`src/rtl/switch_logic_eval_if.sv`:
```
// Board-pin bundle for switch_logic_eval: raw switches/button in, LEDs and mode out.
// TOGGLE_COUNT_O is present only when SWITCH_EVAL_TOGGLE_CNT_EN is defined.
interface switch_logic_eval_if #(
  parameter int NUM_GROUPS = 4,
  parameter int GROUP_W    = 4
);
  logic [NUM_GROUPS*GROUP_W-1:0] SWITCH_I;
  logic                          PUSH_BUTTON_N_I;
  logic [NUM_GROUPS*GROUP_W-1:0] LED_RED_O;
  logic [NUM_GROUPS-1:0]         LED_GREEN_O;
  logic [2:0]                    MODE_O;
`ifdef SWITCH_EVAL_TOGGLE_CNT_EN
  logic [7:0]                    TOGGLE_COUNT_O;

  modport master (output SWITCH_I, PUSH_BUTTON_N_I,
                  input  LED_RED_O, LED_GREEN_O, MODE_O, TOGGLE_COUNT_O);
  modport slave  (input  SWITCH_I, PUSH_BUTTON_N_I,
                  output LED_RED_O, LED_GREEN_O, MODE_O, TOGGLE_COUNT_O);
`else
  modport master (output SWITCH_I, PUSH_BUTTON_N_I,
                  input  LED_RED_O, LED_GREEN_O, MODE_O);
  modport slave  (input  SWITCH_I, PUSH_BUTTON_N_I,
                  output LED_RED_O, LED_GREEN_O, MODE_O);
`endif
endinterface

```
`src/rtl/switch_logic_eval.sv`:
```
// Debounced per-group switch reduction with a push-button mode selector.
// Optional SWITCH_EVAL_TOGGLE_CNT_EN adds a saturating LED_GREEN_O change counter.

// One synchronised, debounced input bit.
module sle_debounce #(
  parameter int   DEBOUNCE_CYCLES = 50000,
  parameter logic RST_VAL         = 1'b0
) (
  input  logic clk,
  input  logic rst_n,
  input  logic din,
  output logic dout
);
  localparam int CW = $clog2(DEBOUNCE_CYCLES + 1);

  logic [1:0]    sync;
  logic [CW-1:0] cnt;

  always_ff @(posedge clk) begin
    if (!rst_n) begin
      sync <= {2{RST_VAL}};
      cnt  <= '0;
      dout <= RST_VAL;
    end else begin
      sync <= {sync[0], din};
      if (sync[1] == dout) begin
        cnt <= '0;
      end else if (cnt == CW'(DEBOUNCE_CYCLES - 1)) begin
        dout <= sync[1];
        cnt  <= '0;
      end else begin
        cnt <= cnt + 1'b1;
      end
    end
  end
endmodule

module switch_logic_eval #(
  parameter int NUM_GROUPS      = 4,
  parameter int GROUP_W         = 4,
  parameter int DEBOUNCE_CYCLES = 50000
) (
  input  logic               CLOCK_50_I,
  input  logic               RESETN_I,
  switch_logic_eval_if.slave bus
);
  localparam int NW = NUM_GROUPS * GROUP_W;

  typedef enum logic [2:0] {
    M_AND  = 3'd0,
    M_OR   = 3'd1,
    M_XOR  = 3'd2,
    M_NAND = 3'd3,
    M_NOR  = 3'd4,
    M_XNOR = 3'd5
  } mode_e;

  mode_e                              mode;
  logic [NW-1:0]                      sw_stable;
  logic [NUM_GROUPS-1:0][GROUP_W-1:0] grp;
  logic                               btn_stable, btn_prev, press;
  logic [NUM_GROUPS-1:0]              green, green_nxt;

  sle_debounce #(.DEBOUNCE_CYCLES(DEBOUNCE_CYCLES), .RST_VAL(1'b0)) u_sw [NW-1:0] (
    .clk(CLOCK_50_I), .rst_n(RESETN_I), .din(bus.SWITCH_I), .dout(sw_stable)
  );

  // Button idles high, so its synchroniser and stable level reset to 1.
  sle_debounce #(.DEBOUNCE_CYCLES(DEBOUNCE_CYCLES), .RST_VAL(1'b1)) u_btn (
    .clk(CLOCK_50_I), .rst_n(RESETN_I), .din(bus.PUSH_BUTTON_N_I), .dout(btn_stable)
  );

  assign grp   = sw_stable;
  assign press = btn_prev & ~btn_stable;

  always_comb begin
    green_nxt = '0;
    for (int g = 0; g < NUM_GROUPS; g++) begin
      case (mode)
        M_AND:   green_nxt[g] =  &grp[g];
        M_OR:    green_nxt[g] =  |grp[g];
        M_XOR:   green_nxt[g] =  ^grp[g];
        M_NAND:  green_nxt[g] = ~&grp[g];
        M_NOR:   green_nxt[g] = ~|grp[g];
        M_XNOR:  green_nxt[g] = ~^grp[g];
        default: green_nxt[g] =  &grp[g];
      endcase
    end
  end

  always_ff @(posedge CLOCK_50_I) begin
    if (!RESETN_I) begin
      mode     <= M_AND;
      btn_prev <= 1'b1;
      green    <= '1;
    end else begin
      btn_prev <= btn_stable;
      green    <= green_nxt;
      case (mode)
        M_AND:   if (press) mode <= M_OR;
        M_OR:    if (press) mode <= M_XOR;
        M_XOR:   if (press) mode <= M_NAND;
        M_NAND:  if (press) mode <= M_NOR;
        M_NOR:   if (press) mode <= M_XNOR;
        M_XNOR:  if (press) mode <= M_AND;
        default: mode <= M_AND;
      endcase
    end
  end

  assign bus.LED_RED_O   = sw_stable;
  assign bus.LED_GREEN_O = green;
  assign bus.MODE_O      = mode;

`ifdef SWITCH_EVAL_TOGGLE_CNT_EN
  logic [7:0] tcnt;

  // green_nxt != green means the registered LEDs change on this edge.
  always_ff @(posedge CLOCK_50_I) begin
    if (!RESETN_I)                              tcnt <= '0;
    else if (green_nxt != green && tcnt != 8'hFF) tcnt <= tcnt + 8'd1;
  end

  assign bus.TOGGLE_COUNT_O = tcnt;
`endif
endmodule

```
`src/flat_wrapper.sv`:
```
// flat-port wrapper written by rule: the top's interface ports become plain ports
module switch_logic_eval_flat 
#(
  parameter int NUM_GROUPS      = 4,
  parameter int GROUP_W         = 4,
  parameter int DEBOUNCE_CYCLES = 50000
)
  (CLOCK_50_I, RESETN_I, bus_SWITCH_I, bus_PUSH_BUTTON_N_I, bus_LED_RED_O, bus_LED_GREEN_O, bus_MODE_O);
  switch_logic_eval_if #(.NUM_GROUPS(NUM_GROUPS), .GROUP_W(GROUP_W)) bus_i ();
  input  logic CLOCK_50_I;
  input  logic RESETN_I;
  input wire logic [$bits(bus_i.SWITCH_I)-1:0] bus_SWITCH_I;
  input wire logic [$bits(bus_i.PUSH_BUTTON_N_I)-1:0] bus_PUSH_BUTTON_N_I;
  output wire logic [$bits(bus_i.LED_RED_O)-1:0] bus_LED_RED_O;
  output wire logic [$bits(bus_i.LED_GREEN_O)-1:0] bus_LED_GREEN_O;
  output wire logic [$bits(bus_i.MODE_O)-1:0] bus_MODE_O;
  assign bus_i.SWITCH_I = bus_SWITCH_I;
  assign bus_i.PUSH_BUTTON_N_I = bus_PUSH_BUTTON_N_I;
  assign bus_LED_RED_O = bus_i.LED_RED_O;
  assign bus_LED_GREEN_O = bus_i.LED_GREEN_O;
  assign bus_MODE_O = bus_i.MODE_O;
  switch_logic_eval #(.NUM_GROUPS(NUM_GROUPS), .GROUP_W(GROUP_W), .DEBOUNCE_CYCLES(DEBOUNCE_CYCLES)) u_core (.CLOCK_50_I(CLOCK_50_I), .RESETN_I(RESETN_I), .bus(bus_i));
endmodule
```
`config.mk`:
```
export PLATFORM = sky130hd
export DESIGN_NAME = switch_logic_eval_flat
export DESIGN_NICKNAME = d
export VERILOG_FILES = /design/src/rtl/switch_logic_eval_if.sv /design/src/rtl/switch_logic_eval.sv /design/src/flat_wrapper.sv
export SDC_FILE = /design/constraint.sdc
export NUM_CORES = 1
export LEC_CHECK = 0
export ABC_CLOCK_PERIOD_IN_PS = 2400
export BUFFER_PORTS_ARGS = -buffer_cell sky130_fd_sc_hd__buf_2
export CELL_PAD_IN_SITES_DETAIL_PLACEMENT = 1
export CELL_PAD_IN_SITES_GLOBAL_PLACEMENT = 2
export CORE_MARGIN = 5
export CORE_UTILIZATION = 30
export CTS_CLUSTER_SIZE = 20
export DETAILED_ROUTE_END_ITERATION = 6
export GPL_TIMING_DRIVEN = 0
export PLACE_DENSITY_LB_ADDON = 0.1
export SETUP_SLACK_MARGIN = 0.4
export SLEW_MARGIN = 15
export SYNTH_ARGS = -nofsm -noshare
export SYNTH_HDL_FRONTEND = slang
export SYNTH_SLANG_ARGS = --single-unit
```
`constraint.sdc`:
```
create_clock -name CLOCK_50_I -period 2.4 [get_ports CLOCK_50_I]
set_input_delay 0.24 -clock CLOCK_50_I [delete_from_list [all_inputs] [get_ports CLOCK_50_I]]
set_output_delay 0.24 -clock CLOCK_50_I [all_outputs]
set_load 0.005 [all_outputs]
```
* Yosys cells after proc, flatten, opt, wreduce, memory -nomap -nowiden
Index checks and enable logic that the tools add are counted.
** Word-level totals
- Flip-flop bits (word level) :: 331
- Output and inout port bits :: 23
** Operators by class
- $add $sub $neg :: 17
- Equality and inequality tests :: 45
- Multiplexer cells :: 11
- Bitwise gates (word level) :: 20
- Reductions and logical operators :: 60
** Operator list (number)
- 16-bit by 1-bit adder with 16-bit output, second input constant :: 17
- 16-bit equality test, second input constant :: 17
- 3-bit OR reduction :: 17
- 2-bit AND reduction :: 17
- 1-bit one-hot mux with 5 select lines :: 4
- 1-bit inverter :: 19
- 3-bit two-way mux :: 6
- 3-bit one-hot mux with 6 select lines :: 1
- 1-bit equality test :: 17
- 4-bit AND reduction :: 4
- 4-bit OR reduction :: 4
- 4-bit XNOR reduction :: 4
- 4-bit parity :: 4
- 2-bit by 1-bit inequality test with 1-bit output, second input constant :: 6
- 1-bit logical NOT :: 8
- 3-bit by 2-bit equality test with 1-bit output, second input constant :: 2
- 3-bit equality test, second input constant :: 2
- 6-bit AND reduction :: 1
- 3-bit by 1-bit equality test with 1-bit output, second input constant :: 1
- 3-bit logical NOT :: 1
- 1-bit bitwise AND :: 1

* Logic depth before layout (Yosys ltp)
- Word-level depth :: 4
- Mapped depth :: 6

* Cells and area by module
From an unflattened synthesis, not the netlist that was laid out.
** Unflattened totals
- Cell total of the unflattened synthesis :: 1576
- Area, all modules :: 15054.4 µm²
** Modules (own cells, without submodules)
- sle_debounce (u_core.u_sw[0] ...) :: instances 15, cells each 87, area an instance 837.1 µm²
- switch_logic_eval :: instances 1, cells each 96, area an instance 863.3 µm²
- sle_debounce (u_core.u_sw[9]) :: instances 1, cells each 88, area an instance 824.5 µm²
- sle_debounce (u_core.u_btn) :: instances 1, cells each 87, area an instance 810.8 µm²

* Worst setup path after synthesis
OpenSTA, ideal clock, no wires.
- Path kind :: register to register
- From :: reg u_core.u_sw[8].cnt[0]
- To :: reg u_core.u_sw[8].cnt[10]
- Library setup time :: 0.128 ns
- Data arrival time :: 1.820 ns
- Slack :: 0.452 ns
- Stages on the path, launching flop included :: 7
- Buffers on the path :: 1
- Clock period less this slack :: 1.948 ns
- Cell sequence :: dfxtp_1 -> ha_1 -> nand3_1 -> or2_2 -> o211ai_1 -> clkbuf_1 -> nor2_1
** Between the ends
- Cells in the longest elaborated chain, start to end :: 2
- Elaborated cells between the ends (all ways) :: 3
** RTL lines
- from (decl) :: line switch_logic_eval.sv:17 : logic [CW-1:0] cnt;
- from (signal assigned) :: line switch_logic_eval.sv:32 : cnt <= cnt + 1'b1;
- branches (longest 2 deep; another with 16-bit by 1-bit adder with 16-bit output)
Several ways; the timed one is not identified.
A chain may end at the register's enable or synchronous reset.

* Final worst setup path
- From :: reg u_core.u_sw[14].cnt[4]
- To :: reg u_core.u_sw[14].cnt[12]
** Between the ends
- Cells in the longest elaborated chain, start to end :: 2
- Elaborated cells between the ends (all ways) :: 3
** RTL lines (line)
- from (decl) :: switch_logic_eval.sv:17
- from (signal assigned) :: switch_logic_eval.sv:32
- branches (longest 2 deep; another with 16-bit by 1-bit adder with 16-bit output)
Several ways; the timed one is not identified.

==> metrics.log <==
[metrics] Critical Path Most Common Cell: or4_4
[metrics] top cells by area in the synthesized netlist: dfxtp_1 (46%), xnor2_1 (12%), nor2_1 (8.3%), nor4_1 (3.5%), nand3_1 (3.4%)
[metrics] starting utilization of the core area: 0.302
[metrics] utilization after layout: 0.365
[metrics] synthesis-stage register bit count: 331
[metrics] maximum buffer depth of the clock tree: 3
[metrics] slowest cell delay on critical path: 0.55 ns
[metrics] total via count after detailed routing: 11,200
[metrics] Synth Area in Simple Gates: 0.284
[metrics] standard-cell row count: 80
[metrics] Mapped Area: 0.0144 mm²
[metrics] run status: completed
[metrics] total nets after synthesis: 1,678
[metrics] largest area contributor in the netlist: dfxtp_1
[metrics] relative contribution of the clock network to total power: 0.522
[metrics] net switching power of the design: 0.00252 W
[metrics] startpoint-to-endpoint class of the critical path: reg2reg
[metrics] worst slew slack as a fraction of its limit: 0.280
[metrics] placeable core area: 0.0476 mm²
[metrics] clock period minus worst slack: 2.01 ns
[metrics] startpoint of the worst-slack reg-to-reg timing path: u_core.u_sw[14].cnt[4]
[metrics] adder-cell share of the synthesized area: 0.0287
[metrics] input/output buffers: 40
[metrics] source-to-sink clock delay at the later pin of the worst-skew pair: 0.55 ns
[metrics] worst r2r dst: u_core.u_sw[14].cnt[12]
[metrics] worst endpoint required time: 2.84 ns
[metrics] final cycle utilization of the critical path: 0.837
[metrics] worst vdd ir: 0.000432 V
[metrics] P&R area growth vs syn: 21.0%
[metrics] cell-by-cell listing of the critical path: or4_4, or4_4, o211ai_4, buf_6, nor2_1
[metrics] worst-case reg-to-reg path depth: 5
[metrics] top fanout value on the critical path: 5
[metrics] sequential cell fraction of total power: 0.461
[metrics] CP endpoint kind: register
[metrics] total area of multi-input combinational cells: 0.00736 mm²
[metrics] clk slew on worst S/H paths: 0.05 ns
[metrics] NumNets Final: 1,806
[metrics] setup repair after global routing missed its margin: yes
[metrics] share of the synthesized area in the top cell type: 0.460
[metrics] post-synthesis xor/xnor area fraction: 0.158
[metrics] number of fillers in the final layout: 5,524
[metrics] transition time at the pin with the least slew margin: 1.08 ns
[metrics] yosys synthesis warning count: 0
[metrics] root cell of the clock tree: clkbuf_16
[metrics] routability congestion estimate: 0.736
[metrics] number of violations reported at the end of detailed-routing iteration 0: 359
[metrics] compound-gate portion of the synthesized area: 0.0201
[metrics] Hold Path Sink: u_core.u_sw[6].cnt[2]
[metrics] Comb pwr share: 0.017
[metrics] via count of the first global-routing pass: 11,500
[metrics] number of distinct standard cells referenced by the synthesized netlist: 46
[metrics] detailed placer's ending HPWL: 24,300 µm
[metrics] Net Sw Frac: 0.209
[metrics] sequential-to-total area share from yosys stat: 0.460
[metrics] overall power consumption: 0.0121 W
[metrics] mux contribution to synthesized area: 0.00765
[metrics] critical path startpoint category: register
[metrics] combinational family with the most area after synthesis: simple AND/OR/NAND/NOR gates
[metrics] total count of max-transition violations in the final report: 0
[metrics] Syn Inst Count: 1,626
[metrics] count of unresolved DRC violations after routing: 0
[metrics] leakage power: 5.58 nW
[metrics] depth of the worst hold-timing path: 3
[metrics] clock tree from TritonCTS: yes
[metrics] final number of setup-violating endpoints: 0
[metrics] antenna violations before repair: 0
[metrics] Total Routed Length: 35,600 µm
[metrics] number of iterations in the first detailed-routing pass: 4
[metrics] share of synthesized flip-flops with an asynchronous set or reset: 0
[metrics] Die Footprint: 0.0525 mm²
[metrics] number of antenna-violating nets in the routed design: 0
[metrics] Sinks on Clock Net: 331
[metrics] main flop type after synthesis: dfxtp_1
[metrics] height of the chip: 229 µm
[metrics] post-route setup slack: 0.390 ns
[metrics] GRT Residual Overflow: 0
[metrics] clock buffer count from CTS: 43
[metrics] via count normalized by instance count: 4.68
[metrics] first-pass GRT wire length: 60,500 µm
[metrics] boundary pin count: 42
[metrics] highest-count cells in the layout ignoring fill and taps: dfxtp_1 (320), nor2_1 (305), xnor2_1 (205)
[metrics] share of final-layout standard cells stronger than drive strength 1: 0.121
[metrics] maximum clock skew at final layout: 0.0103 ns
[metrics] cell with the largest stage delay on the worst path: or4_4
[metrics] worst setup slack after placement: -0.581 ns
[metrics] count of flip-flops with a built-in enable after synthesis: 0
[metrics] synthesized area per cell: 8.85 µm²
[metrics] maximum capacitance violations: 0
[metrics] worst endpoint data arrival time: 2.45 ns
[metrics] routed len/inst: 14.8 µm
[metrics] Sequential Area: 0.00665 mm²
[metrics] class of the worst hold path: in2reg
[metrics] Achievable Freq: 498 MHz
[metrics] Int Power: 0.00953 W
[metrics] DIE WIDTH: 229 µm
[metrics] hold violation count in the final report: 0
[metrics] global-route total usage across every layer: 0.138
[metrics] most common cell after layout, fill and taps aside: dfxtp_1
[metrics] slack of the worst reg-to-reg path: 0.39 ns
[metrics] Min-Delay Startpoint: RESETN_I
[metrics] power density over the cells: 692 mW/mm²
[metrics] number of levels the H-tree was split into: 2
[metrics] largest net degree at the start of global routing: 11
## worst max-delay path: cells and delay by family (launching register included)
family	cells	cell delay (ns)
flops	1	0.32
simple gates	3	1.10
compound gates	1	0.27
buf+inv	1	0.20
## sequential cells by signal, indices dropped and copies added, names as in the netlist
name                    cells
u_core.u_btn.sync           2
u_core.u_sw.dout           16
u_core.u_btn.dout           1
u_core.bus.LED_GREEN_O      4
u_core.u_sw.sync           32
u_core.u_btn.cnt           16
u_core.btn_prev             1
u_core.bus.MODE_O           3
u_core.u_sw.cnt           256
## routing by layer
| metal | track usage | vias to the layer above | wire length [µm] |
|---|---|---|---|
| li1 | - | 5762 | - |
| met1 | 0.192 | 5338 | 18000 |
| met2 | 0.220 | 87 | 15800 |
| met3 | 0.0307 | 48 | 1230 |
| met4 | 0.0310 | 0 | 635 |
| met5 | 0 | - | 0 |
## how the worst max path moves through the flow
| stage | depth (start not counted) | from | slack (ns) | to |
|---|---|---|---|---|
| 2_1_floorplan | 6 | u_core.u_sw[8].cnt[0] | 0.45 | u_core.u_sw[8].cnt[10] |
| 3_3_place_gp | 4 | RESETN_I | -0.56 | u_core.bus.LED_GREEN_O[1] |
| 3_5_place_dp | 5 | RESETN_I | -0.58 | u_core.u_sw[2].cnt[12] |
| 4_1_cts | 6 | u_core.u_sw[0].cnt[0] | 0.31 | u_core.u_sw[0].cnt[10] |
| 5_1_grt | 5 | u_core.u_sw[14].cnt[4] | 0.32 | u_core.u_sw[14].cnt[12] |
| 6_report | 5 | u_core.u_sw[14].cnt[4] | 0.39 | u_core.u_sw[14].cnt[12] |
## power by group through the flow
stage	clock network (W)	registers, W	logic (W)
after global placement	0	0.00568	0.000174
after CTS	0.00659	0.00555	0.000215
after detailed placement	0	0.00568	0.000175
after floorplan	0	0.00567	0.0000889
after global routing	0.00682	0.00556	0.000235
final	0.00629	0.00556	0.000209
## Yosys cell counts (13+ instances only)
library cell	count
xor2_1	55
buf_4	17
ha_1	33
clkbuf_1	25
nor2_1	317
and3_1	13
dfxtp_1	331
nand3_1	97
nand4_1	70
inv_1	88
and2_1	34
xnor2_1	205
nand2_1	72
nor4_1	80
nor3_1	67
## kinds of logic (layout without fill, tap and decap cells)
| logic type | after synthesis | after routing |
|---|---|---|
| and+or+nand+nor | 818 | 818 |
| DFF | 331 | 331 |
| xor gates and xnor gates | 260 | 260 |
| buffers and inverters | 133 | 290 |
| AOI/OAI and AO/OA | 40 | 40 |
| adders and majority gates | 33 | 33 |
| muxes | 11 | 11 |
| other | 0 | 1 |
## final cells by class
| type | count | share of cell area |
|---|---|---|
| Antenna cell | 1 | 0.000144 |
| Buffer | 45 | 0.0167 |
| Clock buffer | 71 | 0.0777 |
| Clock inverter | 3 | 0.00230 |
| Inverter | 88 | 0.0190 |
| Multi-Input combinational cell | 1162 | 0.423 |
| Sequential cell | 331 | 0.382 |
| Tap cell | 615 | 0.0442 |
| Timing Repair Buffer | 83 | 0.0357 |
## timing repair
action	CTS	global route
hold buffers	17	0
resized for setup	50	38
endpoints found under the setup margin	286	133
buffers inserted	20	3
cloned	3	0
hold endpoints to repair	17	0
pin swaps	16	15
## metrics by stage
step	area (µm²)	instances	setup TNS, ns	hold WS (ns)
floorplan	14400	1626	0	0.341
global placement	15400	2281	-66.67	0.416
detailed placement	15400	2281	-73.49	0.414
CTS	17300	2395	0	0.323
global route	17400	2398	0	0.373
finish	17400	2399	0	0.312
Power figures use the tool's default switching activity.
